==> config.mk <==
export PLATFORM = sky130hd
export DESIGN_NAME = chdr_fifo_arbiter
export DESIGN_NICKNAME = d
export VERILOG_FILES = /design/src/rtl/chdr_fifo_arbiter_pkg.sv /design/src/rtl/chdr_fifo_arbiter_rr_pick.sv /design/src/rtl/chdr_fifo_arbiter.sv
export SDC_FILE = /design/constraint.sdc
export NUM_CORES = 1
export LEC_CHECK = 0
export ABC_AREA = 1
export ABC_CLOCK_PERIOD_IN_PS = 1300
export BUFFER_PORTS_ARGS = -buffer_cell sky130_fd_sc_hd__buf_2
export CORE_AREA = 2 2 187 189
export DETAILED_ROUTE_END_ITERATION = 7
export DIE_AREA = 0 0 189 191
export HOLD_SLACK_MARGIN = 0.12
export PLACE_DENSITY = 0.35
export SLEW_MARGIN = 5
export SYNTH_ARGS = -nofsm -noshare
export SYNTH_HDL_FRONTEND = slang
export SYNTH_SLANG_ARGS = --single-unit
export TNS_END_PERCENT = 1
==> constraint.sdc <==
create_clock -name clk -period 1.3 [get_ports clk]
set_clock_uncertainty 0.1 [all_clocks]
set_input_delay 0.065 -clock clk [delete_from_list [all_inputs] [get_ports clk]]
set_output_delay 0.065 -clock clk [all_outputs]
set_load 0.005 [all_outputs]
==> src/rtl/chdr_fifo_arbiter_pkg.sv <==
// Shared definitions for the CHDR FIFO arbiter: bus width, counter width, FSM state
// encoding and an index-width helper used to size port-select signals.
package chdr_fifo_arbiter_pkg;

  localparam int unsigned CHDR_W = 64;
  localparam int unsigned CNT_W  = 32;

  typedef enum logic [0:0] {
    StIdle,
    StPass
  } arb_state_e;

  // Width of an index able to address n items (at least one bit).
  function automatic int unsigned idx_w(input int unsigned n);
    return (n > 1) ? $clog2(n) : 1;
  endfunction

endpackage

==> src/rtl/chdr_fifo_arbiter_rr_pick.sv <==
// Combinational round-robin priority pick.
// Searches last+1, last+2, ... (modulo NUM_PORTS) and returns the first requesting port.
// Ports:
//   req        in   NUM_PORTS   request vector
//   last       in   idx         most recently granted port
//   gnt_valid  out  1           at least one request present
//   gnt_idx    out  idx         winning port (0 when gnt_valid is low)
module chdr_fifo_arbiter_rr_pick
  import chdr_fifo_arbiter_pkg::*;
#(
  parameter int unsigned NUM_PORTS = 4
) (
  input  logic [NUM_PORTS-1:0]        req,
  input  logic [idx_w(NUM_PORTS)-1:0] last,
  output logic                        gnt_valid,
  output logic [idx_w(NUM_PORTS)-1:0] gnt_idx
);

  localparam int unsigned SrcW = idx_w(NUM_PORTS);

  int cand;

  // Walk offsets from farthest to nearest so the nearest requester after `last` wins.
  always_comb begin
    gnt_valid = 1'b0;
    gnt_idx   = '0;
    cand      = 0;
    for (int off = int'(NUM_PORTS); off >= 1; off--) begin
      cand = (int'(last) + off) % int'(NUM_PORTS);
      if (req[cand[SrcW-1:0]]) begin
        gnt_valid = 1'b1;
        gnt_idx   = cand[SrcW-1:0];
      end
    end
  end

endmodule

==> src/rtl/chdr_fifo_arbiter.sv <==
// Packet-granular round-robin arbiter feeding one shared CHDR FIFO from NUM_PORTS
// 64-bit AXI-Stream sources. A packet is admitted only when the FIFO has room for a
// max-size packet, so an admitted packet never stalls for lack of space.
// Optional per-port completed-packet counters: define CHDR_FIFO_ARB_STATS_EN.
// Ports:
//   clk, reset, clear      clock, sync active-high reset, sync soft clear (same effect)
//   i_tdata/tlast/tvalid   per-port input streams (port p data in [64p+63:64p])
//   i_tready               per-port ready; only the owning port sees o_tready
//   o_tdata/tlast/tvalid   stream to the shared FIFO; o_tready from the FIFO
//   o_src                  port owning the current packet
//   fifo_space             free words in the shared FIFO
//   o_pkt_cnt              per-port completed-packet counts, 32 bits each (0 when disabled)
module chdr_fifo_arbiter
  import chdr_fifo_arbiter_pkg::*;
#(
  parameter int unsigned NUM_PORTS = 4,
  parameter int unsigned SPACE_W   = 16,
  parameter int unsigned MTU_WORDS = 1024
) (
  input  logic                          clk,
  input  logic                          reset,
  input  logic                          clear,
  input  logic [CHDR_W*NUM_PORTS-1:0]   i_tdata,
  input  logic [NUM_PORTS-1:0]          i_tlast,
  input  logic [NUM_PORTS-1:0]          i_tvalid,
  output logic [NUM_PORTS-1:0]          i_tready,
  output logic [CHDR_W-1:0]             o_tdata,
  output logic                          o_tlast,
  output logic                          o_tvalid,
  input  logic                          o_tready,
  output logic [idx_w(NUM_PORTS)-1:0]   o_src,
  input  logic [SPACE_W-1:0]            fifo_space,
  output logic [CNT_W*NUM_PORTS-1:0]    o_pkt_cnt
);

  localparam int unsigned SrcW = idx_w(NUM_PORTS);

  arb_state_e      state;
  logic [SrcW-1:0] last_grant;
  logic            gnt_valid;
  logic [SrcW-1:0] gnt_idx;
  logic            space_ok;
  logic            in_pass;
  logic            accept_last;

  assign space_ok    = (fifo_space >= SPACE_W'(MTU_WORDS));
  assign in_pass     = (state == StPass);
  assign accept_last = in_pass & o_tvalid & o_tready & o_tlast;

  chdr_fifo_arbiter_rr_pick #(
    .NUM_PORTS (NUM_PORTS)
  ) u_pick (
    .req       (i_tvalid),
    .last      (last_grant),
    .gnt_valid (gnt_valid),
    .gnt_idx   (gnt_idx)
  );

  // last_grant resets to the top port so port 0 is first in line.
  always_ff @(posedge clk) begin
    if (reset || clear) begin
      state      <= StIdle;
      last_grant <= SrcW'(NUM_PORTS - 1);
      o_src      <= '0;
    end else begin
      case (state)
        StIdle: begin
          if (gnt_valid && space_ok) begin
            o_src      <= gnt_idx;
            last_grant <= gnt_idx;
            state      <= StPass;
          end
        end
        StPass: begin
          if (accept_last) state <= StIdle;
        end
        default: state <= StIdle;
      endcase
    end
  end

  // Zero-latency pass-through from the owning port; everything gated off while idle.
  always_comb begin
    o_tdata  = '0;
    o_tlast  = 1'b0;
    o_tvalid = 1'b0;
    i_tready = '0;
    if (in_pass) begin
      o_tdata         = i_tdata[int'(o_src)*CHDR_W +: CHDR_W];
      o_tlast         = i_tlast[o_src];
      o_tvalid        = i_tvalid[o_src];
      i_tready[o_src] = o_tready;
    end
  end

`ifdef CHDR_FIFO_ARB_STATS_EN
  logic [CNT_W-1:0] pkt_cnt [NUM_PORTS];

  always_ff @(posedge clk) begin
    if (reset || clear) begin
      for (int p = 0; p < int'(NUM_PORTS); p++) pkt_cnt[p] <= '0;
    end else if (accept_last) begin
      pkt_cnt[o_src] <= pkt_cnt[o_src] + 1'b1;
    end
  end

  always_comb begin
    o_pkt_cnt = '0;
    for (int p = 0; p < int'(NUM_PORTS); p++) o_pkt_cnt[p*CNT_W +: CNT_W] = pkt_cnt[p];
  end
`else
  assign o_pkt_cnt = '0;
`endif

endmodule

; Word level (Yosys, flattened, before mapping)
; Cells that the tools add are included.
[word_totals]
elab_cells = 53
out_inout_bits = 200
input_bits = 284
register_bits = 5
[classes]
bitwise = 5
n_shift = 1
n_lt_le_gt_ge = 7
muxes = 29
n_addsub = 4
reduce_logical = 4
[op_table]
columns = op, n
row1 = $shiftx A256 B9 Y64, 1
row2 = $mux W64, 1
row3 = $ge A16 B11 Y1 const B, 1
row4 = $lt A2 B3 Y1 const B, 5
row5 = $mux W1, 15
row6 = $bmux W1 S2, 6
row7 = $mux W2, 4
row8 = $add A2 B1 Y2 const B, 2
row9 = $add A2 B2 Y2 const B, 2
row10 = $and A4 B4 Y4, 1
row11 = $mux W4, 1
row12 = $and A1 B1 Y1, 3
row13 = $demux W1 S2, 1
row14 = $ge A2 B1 Y1 const B, 1
row15 = $logic_and A1 B1 Y1, 2
row16 = $pmux W1 S2, 1
row17 = $reduce_and A2 Y1, 1
row18 = $logic_or A1 B1 Y1, 1
row19 = $not A1 Y1, 1

; Logic depth before layout (Yosys ltp)
; Gate-level depths: netlist (run 1).
[depth]
depth_word = 10
depth_mapped = 10
ltp_nobuf = 10

; Cells and area by module
; From an unflattened synthesis (run 1), not the netlist that was laid out.
[unflattened]
cells_unflattened = 618
area_unflattened_um2 = 4277.9
[modules_own_cells]
columns = module, instances, area_per_inst_um2, cells_per_inst, seq_area_each_um2
row1 = chdr_fifo_arbiter, 1, 4031.4, 567, 100.1
row2 = chdr_fifo_arbiter_rr_pick, 1, 246.5, 51, 0.0

; Worst setup path after synthesis (run 1)
; No wires, ideal clock.
[synth_timing]
path_type = register -> output
start = reg o_src[0]
end = out o_tdata[10]
arrival_ps = 1152
stages_incl_launch_ff = 7
required_time_ps = 1135
n_path_buf = 2
setup_slack_ps = -17
cell_sequence = dfxtp_1 inv_1 nor2_2 clkbuf_8 buf_12 a22oi_1 a31oi_1
[synth_via]
elab_chain_len = 2
[synth_lines]
columns = element, line_no
row1 = "start, declared", chdr_fifo_arbiter.sv:31  ; output logic [idx_w(NUM_PORTS)-1:0] o_src,
row2 = "start signal, assigned", chdr_fifo_arbiter.sv:69  ; o_src <= gnt_idx;
row3 = $shiftx A256 B9 Y64, chdr_fifo_arbiter.sv:89  ; o_tdata = i_tdata[int'(o_src)*CHDR_W +: CHDR_W];
row4 = $mux W64, chdr_fifo_arbiter.sv:88  ; if (in_pass) begin
row5 = "end, declared", chdr_fifo_arbiter.sv:27  ; output logic [CHDR_W-1:0] o_tdata,
; Every way passes these cells.

; Final worst setup path (run 1)
[layout_timing]
start = reg o_src[0]
end = out o_tdata[44]
; The elaborated chain is that of the path after synthesis.

==> impl_metrics.toml, run 1 <==
[outcome]
status = "finished with violations"
failed_checks = "negative setup slack"

[clocking]
cts_tree = "yes"
clockBufferDepth = 2
cts_buffers = 3
htree_levels = 1
insertion_delay_ns = 0.23
cts.sinks = 5
root_buffer = "clkbuf_16"
clkTransAtPathRegs_ns = 0.03

[setup_path]
cp_max_fo = 6
crit_path_start_kind = "register"
endpoint_kind = "output pin"
worstSetupPathType = "reg -> out"
required_ns = 1.13
arrival_ns = 1.61

[power]
vdd_drop_max_mv = 0.531
intPower_mw = 1.64
p_seq_share_pct = 6.7
p_leak_nw = 2.78
switching_share_pct = 43.4
pwr-share-comb_pct = 75.7
p_clk_share_pct = 17.7
p_switching_mw = 1.25
power_per_cell_area_nw_per_um2 = 527
fin_total_pwr_mw = 2.89

[route]
routed_via_density = 3.50
wl_per_cell_um = 14.1
routed-via-count = 4625
drt_wl_total_mm = 18.6
first_pass_iters = 4
drtAntennaViolNets = 0
drt_iter0_drc = 169
drcViolationCount = 0

[sta]
fin_ws_ns = -0.473
slew_violations = 0
min_period_ns = 1.77
rsz0062_at_grt = "true"
fin_setup_tns_ns = -24.08
hold_violations = 0
setup_viol = 72
max_freq_mhz = 564
fin_crit_sh_pct = 136

[grt]
grt.met3_usage_pct = 0.918
antenna_found_initial = 3
grt_util_met1_pct = 12.3
gr-total-overflow = 0
grt_max_degree = 35
busiest_layer = "met2"
grt_usage_pct = 9.17
grtUsageMet2_pct = 16.4
grt_pass1_wl_mm = 25.5
first_global_vias = 4318

[logic_synthesis]
async_flop_share_pct = 0
syn_area_um2 = 3240
synth_most_common_cell = "nand2_1"
yosys.area.top_type_share_pct = 30.1
synth.distinct_cells = 21
synth_ff_type = "dfxtp_1"
synth-edff-count = 0
yosysTopAreaCell = "buf_4"
yosys-top-cells-area = "buf_4, nand2_1, a22oi_1, a31oi_1, clkbuf_8"
syn_area_per_cell_um2 = 6.32
synth_seq_area_share_pct = 3.09
yosys_warnings = 0
synth_common_cells = "nand2_1, buf_4, a22oi_1"
syn_inst = 513
synth-seq-cells = 5

[cells_and_area]
fillers = 3987
final_nets = 1151
area_growth_pct = 69.5
drive_gt1_share_pct = 48.6
fin_cells = 1322
final_util_pct = 16.1
regArea_um2 = 108
final_cell_area_um2 = 5490
multiInputGateArea_um2 = 2280

[floorplanning]
dieArea_um2 = 36100
row_count = 68
core_um2 = 34100
ios = 484
die_w_um = 189
die_h_um = 191
initial_core_util_pct = 9.50

[placed_design]
post-dp-hpwl_mm = 13.5
dp_cells = 1299
io_buffers = 345
dpl_cell_area_um2 = 4950
gp_congestion = 0.786

[hold_path]
hold_path_class = "in -> reg"

[run]
cap_viol_max_count = 0
-- cells in the final DEF (no fill, tap or decap), drive strengths merged --
cell type,synthesis,layout
a21oi,4,4
o211ai,1,1
nand2,168,168
clkbuf,20,4
o21ai,1,1
diode,0,1
clkinv,0,1
nor3,3,3
conb,1,128
inv,14,13
buf,144,383
nor2,9,9
dlygate4sd3,0,3
dfxtp,5,5
a22oi,67,67
nand3,11,11
a31oi,65,65
-- flip-flops by register name, indices dropped and copies added, names as in the netlist --
name / flops
last_grant: 2
o_src: 2
in_pass: 1
-- routing by layer --
| layer | routed length, um | share of wire, % | vias to the layer above |
|---|---|---|---|
| li1 | - | - | 2234 |
| met1 | 7980 | 43 | 2096 |
| met2 | 9140 | 49 | 284 |
| met3 | 1370 | 7.3 | 9 |
| met4 | 91 | 0.49 | 2 |
| met5 | 18 | 0.097 | - |
-- critical path, stage by stage (launching register included) --
cell and delay, ns:
dfxtp_4 0.36, inv_4 0.07, nor2_4 0.04, buf_12 0.14, buf_12 0.13, buf_16 0.14
buf_12 0.13, a22oi_1 0.14, a31oi_1 0.09, buf_2 0.13
-- cells by family (layout without fill, tap and decap cells) --
kind of cell	after synthesis	in the layout	synth area share, %
simple gates	191	191	23.1
buf+inv	178	404	44.6
compound gates	138	138	29.2
flops	5	5	3.09
other cells	1	129	0.116
-- worst paths after layout --
kind,end,from,slack [ns],cells past startpoint
worst max-delay path,o_tdata[44],o_src[0]$_SDFFE_PP0P_,-0.47,9
worst min-delay path,in_pass$_SDFF_PP0_,i_tlast[2],0.17,6
worst max register to register,in_pass$_SDFF_PP0_,o_src[0]$_SDFFE_PP0P_,-0.13,9
worst min register to register,in_pass$_SDFF_PP0_,in_pass$_SDFF_PP0_,0.39,2
-- power by group through the flow --
stage                     clock (mW)  sequential [mW]  combinational (mW)
after floorplan                    0            0.188                1.32
after detailed placement           0            0.195                1.82
after global placement             0            0.195                1.83
after global routing           0.535            0.197                2.43
final                          0.511            0.193                2.19
after CTS                      0.520            0.195                2.17
-- cell type report --
type | instances | share of cell area [%]
repair buffers | 386 | 43.5
clock buffers | 4 | 1.43
flip-flops and latches | 5 | 1.96
multi-input cells | 457 | 41.6
well taps | 455 | 10.4
inverters | 14 | 1.09
diodes | 1 | 0.0455
-- stage by stage --
stage	worst slack (ns)	hold slack, ns
3_3_place_gp	-0.261	0.223
5_1_grt	-0.533	0.259
4_1_cts	-0.430	0.162
3_5_place_dp	-0.261	0.230
2_1_floorplan	0.0441	0.0971
6_report	-0.473	0.168
-- timing repair --
item / in CTS / in global routing
cloned: 6 / 0
setup buffers: 6 / 4
endpoints found under the hold margin: 5 / 0
endpoints found under the setup margin: 71 / 72
hold buffers: 3 / 0
gates resized for setup: 26 / 11
pin swaps: 3 / 3
Power figures use the tool's default switching activity.
==> run 2, diff against run 1 <==
Settings changed: CORE_AREA 2 2 187 189 to 2 2 189 191, DIE_AREA 0 0 189 191 to 0 0 191 193, PLACE_DENSITY 0.35 to 0.38, RECOVER_POWER from default to 25, SYNTH_HIERARCHICAL from default to 1.
==> impl_metrics.toml, run 2 <==
[outcome]
status = "finished with violations"
failed_checks = "negative setup slack"

[power]
power_per_cell_area_nw_per_um2 = 472
p_leak_nw = 2.99
vdd_drop_max_mv = 0.336

[setup_path]
worstSetupPathType = "reg -> out"
crit_path_start_kind = "register"
max_stage_delay_ns = 0.43
worst-path-buf-inv = 4
cp.depth = 6
crit_chain = "buf_12 > buf_12 > buf_8 > nand3_1 > a41oi_2 > buf_2"
cp-startpoint = "o_src[1]$_SDFFE_PP0P_"
endpoint_kind = "output pin"
crit_top_cell = "buf_12"
worst_path_max_delay_cell = "dfxtp_4"
critPathTopFamily = "buffers and inverters"
r2r-end = "in_pass$_SDFF_PP0_"
reg2reg_depth = 8
required_ns = 1.13
arrival_ns = 1.49
r2r_start = "o_src[1]$_SDFFE_PP0P_"
cp_max_fo = 8
reg2reg_setup_slack_ns = -0.16

[route]
drtAntennaViolNets = 0
routed-via-count = 5609
drt_wl_total_mm = 21.5
wl_per_cell_um = 15.2
routed_via_density = 3.96
drt_iter0_drc = 225
drcViolationCount = 0
first_pass_iters = 4

[clocking]
cts_tree = "yes"
htree_levels = 1
root_buffer = "clkbuf_16"
insertion_delay_ns = 0.23
clockBufferDepth = 2
cts_buffers = 3
cts.sinks = 5
clkTransAtPathRegs_ns = 0.03

[logic_synthesis]
synth-edff-count = 0
synth-seq-cells = 5
syn_inst = 618
synth_common_cells = "nand3_1, buf_4, a41oi_2"
synth.distinct_cells = 27
yosys_warnings = 6
yosys-top-cells-area = "nand3_1, buf_4, a41oi_2, nand2_1, buf_2"
yosysTopAreaCell = "nand3_1"
synth_most_common_cell = "nand3_1"
syn_area_um2 = 4280
async_flop_share_pct = 0
syn_area_per_cell_um2 = 6.92
synth_seq_area_share_pct = 2.34
yosys.area.top_type_share_pct = 29.8
synth_ff_type = "dfxtp_1"

[sta]
min_period_ns = 1.65
fin_ws_ns = -0.354
max_freq_mhz = 605
fin_setup_tns_ns = -21.31
worst_hold_slack_ns = 0.265
fin_crit_sh_pct = 127
setup_viol = 76
rsz0062_at_grt = "true"
hold_violations = 0
slew_violations = 0

[hold_path]
worst_hold_startpoint = "i_tlast[2]"
hold_path_class = "in -> reg"
min_to = "in_pass$_SDFF_PP0_"
whs_path_depth = 8

[cells_and_area]
diodes = 0
drive_gt1_share_pct = 55.7
fin_cells = 1416
final_cell_mix = "buf_2, nand3_1, conb_1"
final_util_pct = 19.3
final_nets = 1240
area_growth_pct = 58.1
final_common_cell = "buf_2"

[grt]
gr-total-overflow = 0
antenna_found_initial = 0
grt_usage_pct = 9.94
grt_pass1_wl_mm = 28.8
grt_max_degree = 55
first_global_vias = 5069

[placed_design]
post-dp-hpwl_mm = 17.0
io_buffers = 345
gp_congestion = 0.761
dp_cells = 1403
place_worst_setup_slack_ns = -0.236

[floorplanning]
dieArea_um2 = 36900
die_h_um = 193
die_w_um = 191
initial_core_util_pct = 12.2
row_count = 69
ios = 484
core_um2 = 35000

[run]
cap_viol_max_count = 0
## run 2: area by class of cell
| class | instances | area (um2) |
|---|---|---|
| Fill cell | 4033 | 28200 |
| Multi-Input combinational cell | 533 | 3420 |
| Inverter | 13 | 73.8 |
| Sequential cell | 5 | 113 |
| Tap cell | 461 | 577 |
| Clock buffer | 4 | 78.8 |
| Timing Repair Buffer | 400 | 2510 |
## run 2: tightest hold or removal path: stages
cell	delay [ns]
buf_2	0.08
nand2_1	0.04
nand2_1	0.05
nand2_1	0.06
nand2_1	0.07
nand3_1	0.07
nand2_1	0.06
a21oi_1	0.05
## run 2: worst max path at each step
stage / to / slack [ns]
finish: o_tdata[7] / -0.35
CTS: o_tdata[16] / -0.39
global route: o_tdata[54] / -0.43
detailed placement: o_tdata[3] / -0.24
floorplan: o_src[1]$_SDFFE_PP0P_ / -0.003
global placement: o_tdata[29] / -0.23
## run 2: repair_timing
action / 4_1_cts / 5_1_grt
endpoints found under the setup margin: 75 / 75
gates resized for setup: 15 / 45
endpoints found under the hold margin: 5 / 0
buffers inserted: 2 / 1
gates cloned: 0 / 3
pin swaps: 2 / 42
hold buffers: 3 / 0
## run 2: cells by family (layout without fill, tap and decap cells)
logic type	after synthesis	after routing	synth area share (%)
other	1	128	0.0877
buffers and inverters	207	417	34.2
and+or+nand+nor	333	333	39.0
DFF	5	5	2.34
AOI/OAI and AO/OA	72	72	24.4
## run 2: metal layers
metal,vias to the layer above,global-route usage (%),wire length (um),share of wire [%]
met3,15,1.43,1610,7.5
met1,2638,12.1,8530,40
met5,-,0,0,0
li1,2679,-,-,-
met4,0,2.00,332,1.5
met2,277,18.5,11000,51
## run 2: stage by stage
stage          cell area [um2]  power (mW)
2_1_floorplan             4760        1.76
3_3_place_gp              6260        2.53
3_5_place_dp              6260        2.52
4_1_cts                   6460        3.08
5_1_grt                   6760        3.47
6_report                  6760        3.19
## run 2: report_power, final
part / switching [mW] / internal (mW)
logic: 1.37 / 1.10
clock network: 0.0962 / 0.406
registers: 0.0431 / 0.172
==> run 3, diff against run 2 <==
Settings changed: CTS_BUF_LIST from default to sky130_fd_sc_hd__clkbuf_8 sky130_fd_sc_hd__clkbuf_16, SETUP_SLACK_MARGIN from default to 0.15.
==> impl_metrics.toml, run 3 (synthesized netlist as in run 2, its figures left out) <==
[placed_design]
post-dp-hpwl_mm = 16.8
dp_cells = 1393
gp_congestion = 0.799
io_buffers = 345

[hold_path]
whs_path_depth = 3
worst_hold_startpoint = "reset"
hold_path_class = "in -> reg"
min_to = "last_grant[1]$_SDFFE_PP1P_"

[power]
p_switching_mw = 1.66
p_leak_nw = 3.24
fin_total_pwr_mw = 3.56
power_per_cell_area_nw_per_um2 = 493
intPower_mw = 1.90
vdd_drop_max_mv = 0.481
switching_share_pct = 46.6
p_clk_share_pct = 14.3
pwr-share-comb_pct = 79.7
p_seq_share_pct = 5.9

[setup_path]
crit_chain = "buf_12 > buf_12 > nand3_1 > a41oi_2 > buf_2"
endpoint_kind = "output pin"
arrival_ns = 1.47
r2r-end = "in_pass$_SDFF_PP0_"
crit_path_start_kind = "register"
reg2reg_depth = 10
required_ns = 1.13
worst-path-buf-inv = 3
reg2reg_setup_slack_ns = -0.16
worst_path_max_delay_cell = "dfxtp_4"
crit_top_cell = "buf_12"
cp_max_fo = 9
worstSetupPathType = "reg -> out"
r2r_start = "o_src[0]$_SDFFE_PP0P_"
max_stage_delay_ns = 0.41
critPathTopFamily = "buffers and inverters"

[run]
cap_viol_max_count = 0

[sta]
slew_violations = 0
hold_violations = 0
setup_viol = 75
max_freq_mhz = 613
fin_ws_ns = -0.332
fin_crit_sh_pct = 126
rsz0062_at_grt = "true"
min_period_ns = 1.63

[grt]
grt_max_degree = 28
first_global_vias = 5234
gr-total-overflow = 0
grt_usage_pct = 10.8
grt_pass1_wl_mm = 30.6
antenna_found_initial = 2

[cells_and_area]
area_growth_pct = 69.0
final_common_cell = "buf_2"
final_nets = 1251
fin_cells = 1427
fillers = 4004
diodes = 0
final_cell_mix = "buf_2, nand3_1, conb_1"
drive_gt1_share_pct = 56.6

[outcome]
failed_checks = "negative setup slack"
status = "finished with violations"

[clocking]
clockBufferDepth = 2
insertion_delay_ns = 0.23
cts_buffers = 3
cts.sinks = 5
root_buffer = "clkbuf_16"
clkTransAtPathRegs_ns = 0.04
htree_levels = 1
hold_buffers = 1
cts_tree = "yes"

[floorplanning]
row_count = 69
initial_core_util_pct = 12.2
dieArea_um2 = 36900
die_w_um = 191
ios = 484
die_h_um = 193
core_um2 = 35000

[route]
drt_wl_total_mm = 24.2
drtAntennaViolNets = 0
routed_via_density = 4.04
first_pass_iters = 5
routed-via-count = 5758
wl_per_cell_um = 17.0
drt_iter0_drc = 186
drcViolationCount = 0
[run 3: cell count changes in the layout (fill, tap and decap cells not counted), moves of 3 or more]
cell	change
clkbuf_16	+7
buf_4	-10
buf_16	+8
buf_6	+4
buf_12	+5
buf_8	-3
[run 3: how the worst max path moves through the flow]
stage / slack, ns / startpoint / end / cells past startpoint
2_1_floorplan: 0.003 / last_grant[0]$_SDFFE_PP1P_ / o_src[0]$_SDFFE_PP0P_ / 10
6_report: -0.33 / o_src[0]$_SDFFE_PP0P_ / o_tdata[28] / 5
3_5_place_dp: -0.26 / last_grant[0]$_SDFFE_PP1P_ / o_src[0]$_SDFFE_PP0P_ / 10
3_3_place_gp: -0.29 / last_grant[0]$_SDFFE_PP1P_ / o_src[0]$_SDFFE_PP0P_ / 10
4_1_cts: -0.36 / o_src[1]$_SDFFE_PP0P_ / o_tdata[48] / 6
5_1_grt: -0.38 / o_src[0]$_SDFFE_PP0P_ / o_tdata[28] / 5
[run 3: metrics by stage]
step                      util [%]  area (um2)  setup TNS (ns)  setup slack, ns  hold WS, ns
after floorplan                  -        4760               0          0.00272       0.0968
after global placement        17.5        6120           -7.89           -0.292        0.284
after detailed placement      17.5        6120           -8.44           -0.262        0.283
after CTS                     19.1        6680          -22.28           -0.362       0.0467
after global routing          20.7        7230          -24.82           -0.375       0.0650
final                         20.7        7230          -19.73           -0.332       0.0420
[run 3: power by group through the flow]
stage | clock network (mW) | logic (mW) | registers (mW)
5_1_grt | 0.533 | 3.09 | 0.217
2_1_floorplan | 0 | 1.57 | 0.185
3_5_place_dp | 0 | 2.22 | 0.207
6_report | 0.511 | 2.84 | 0.212
4_1_cts | 0.515 | 2.55 | 0.210
3_3_place_gp | 0 | 2.23 | 0.206
[run 3: cell type report]
type	instances	area [um2]	area share [%]
clock buffer	3	75.1	1.04
clock inverter	1	5.00	0.0692
inverter	13	95.1	1.32
multi-input combinational	533	3410	47.2
sequential	5	113	1.56
tap	461	577	7.98
timing repair buffer	410	2940	40.7
timing repair inverter	1	11.3	0.156
[run 3: what timing repair did]
action / in CTS / in global routing
gates resized for setup: 46 / 46
pin swaps: 3 / 11
setup endpoints to repair: 77 / 77
gates cloned: 8 / 11
buffers inserted: 4 / 6
endpoints found under the hold margin: 3 / 2
[run 3: worst register-to-register path, delay by kind of cell, from the launching register on]
family	cells	cell delay (ns)
AO/OA/AOI/OAI	1	0.11
flip-flops	1	0.41
AND/OR/NAND/NOR	6	0.40
buffers and inverters	3	0.39
[run 3: routing by layer]
| layer | vias to the layer above | track usage (%) | share of wire [%] |
|---|---|---|---|
| met1 | 2751 | 13.4 | 43 |
| met4 | 4 | 2.65 | 1.9 |
| met5 | - | 0 | 0.11 |
| met3 | 26 | 1.86 | 6.6 |
| met2 | 269 | 19.1 | 48 |
| li1 | 2708 | - | - |
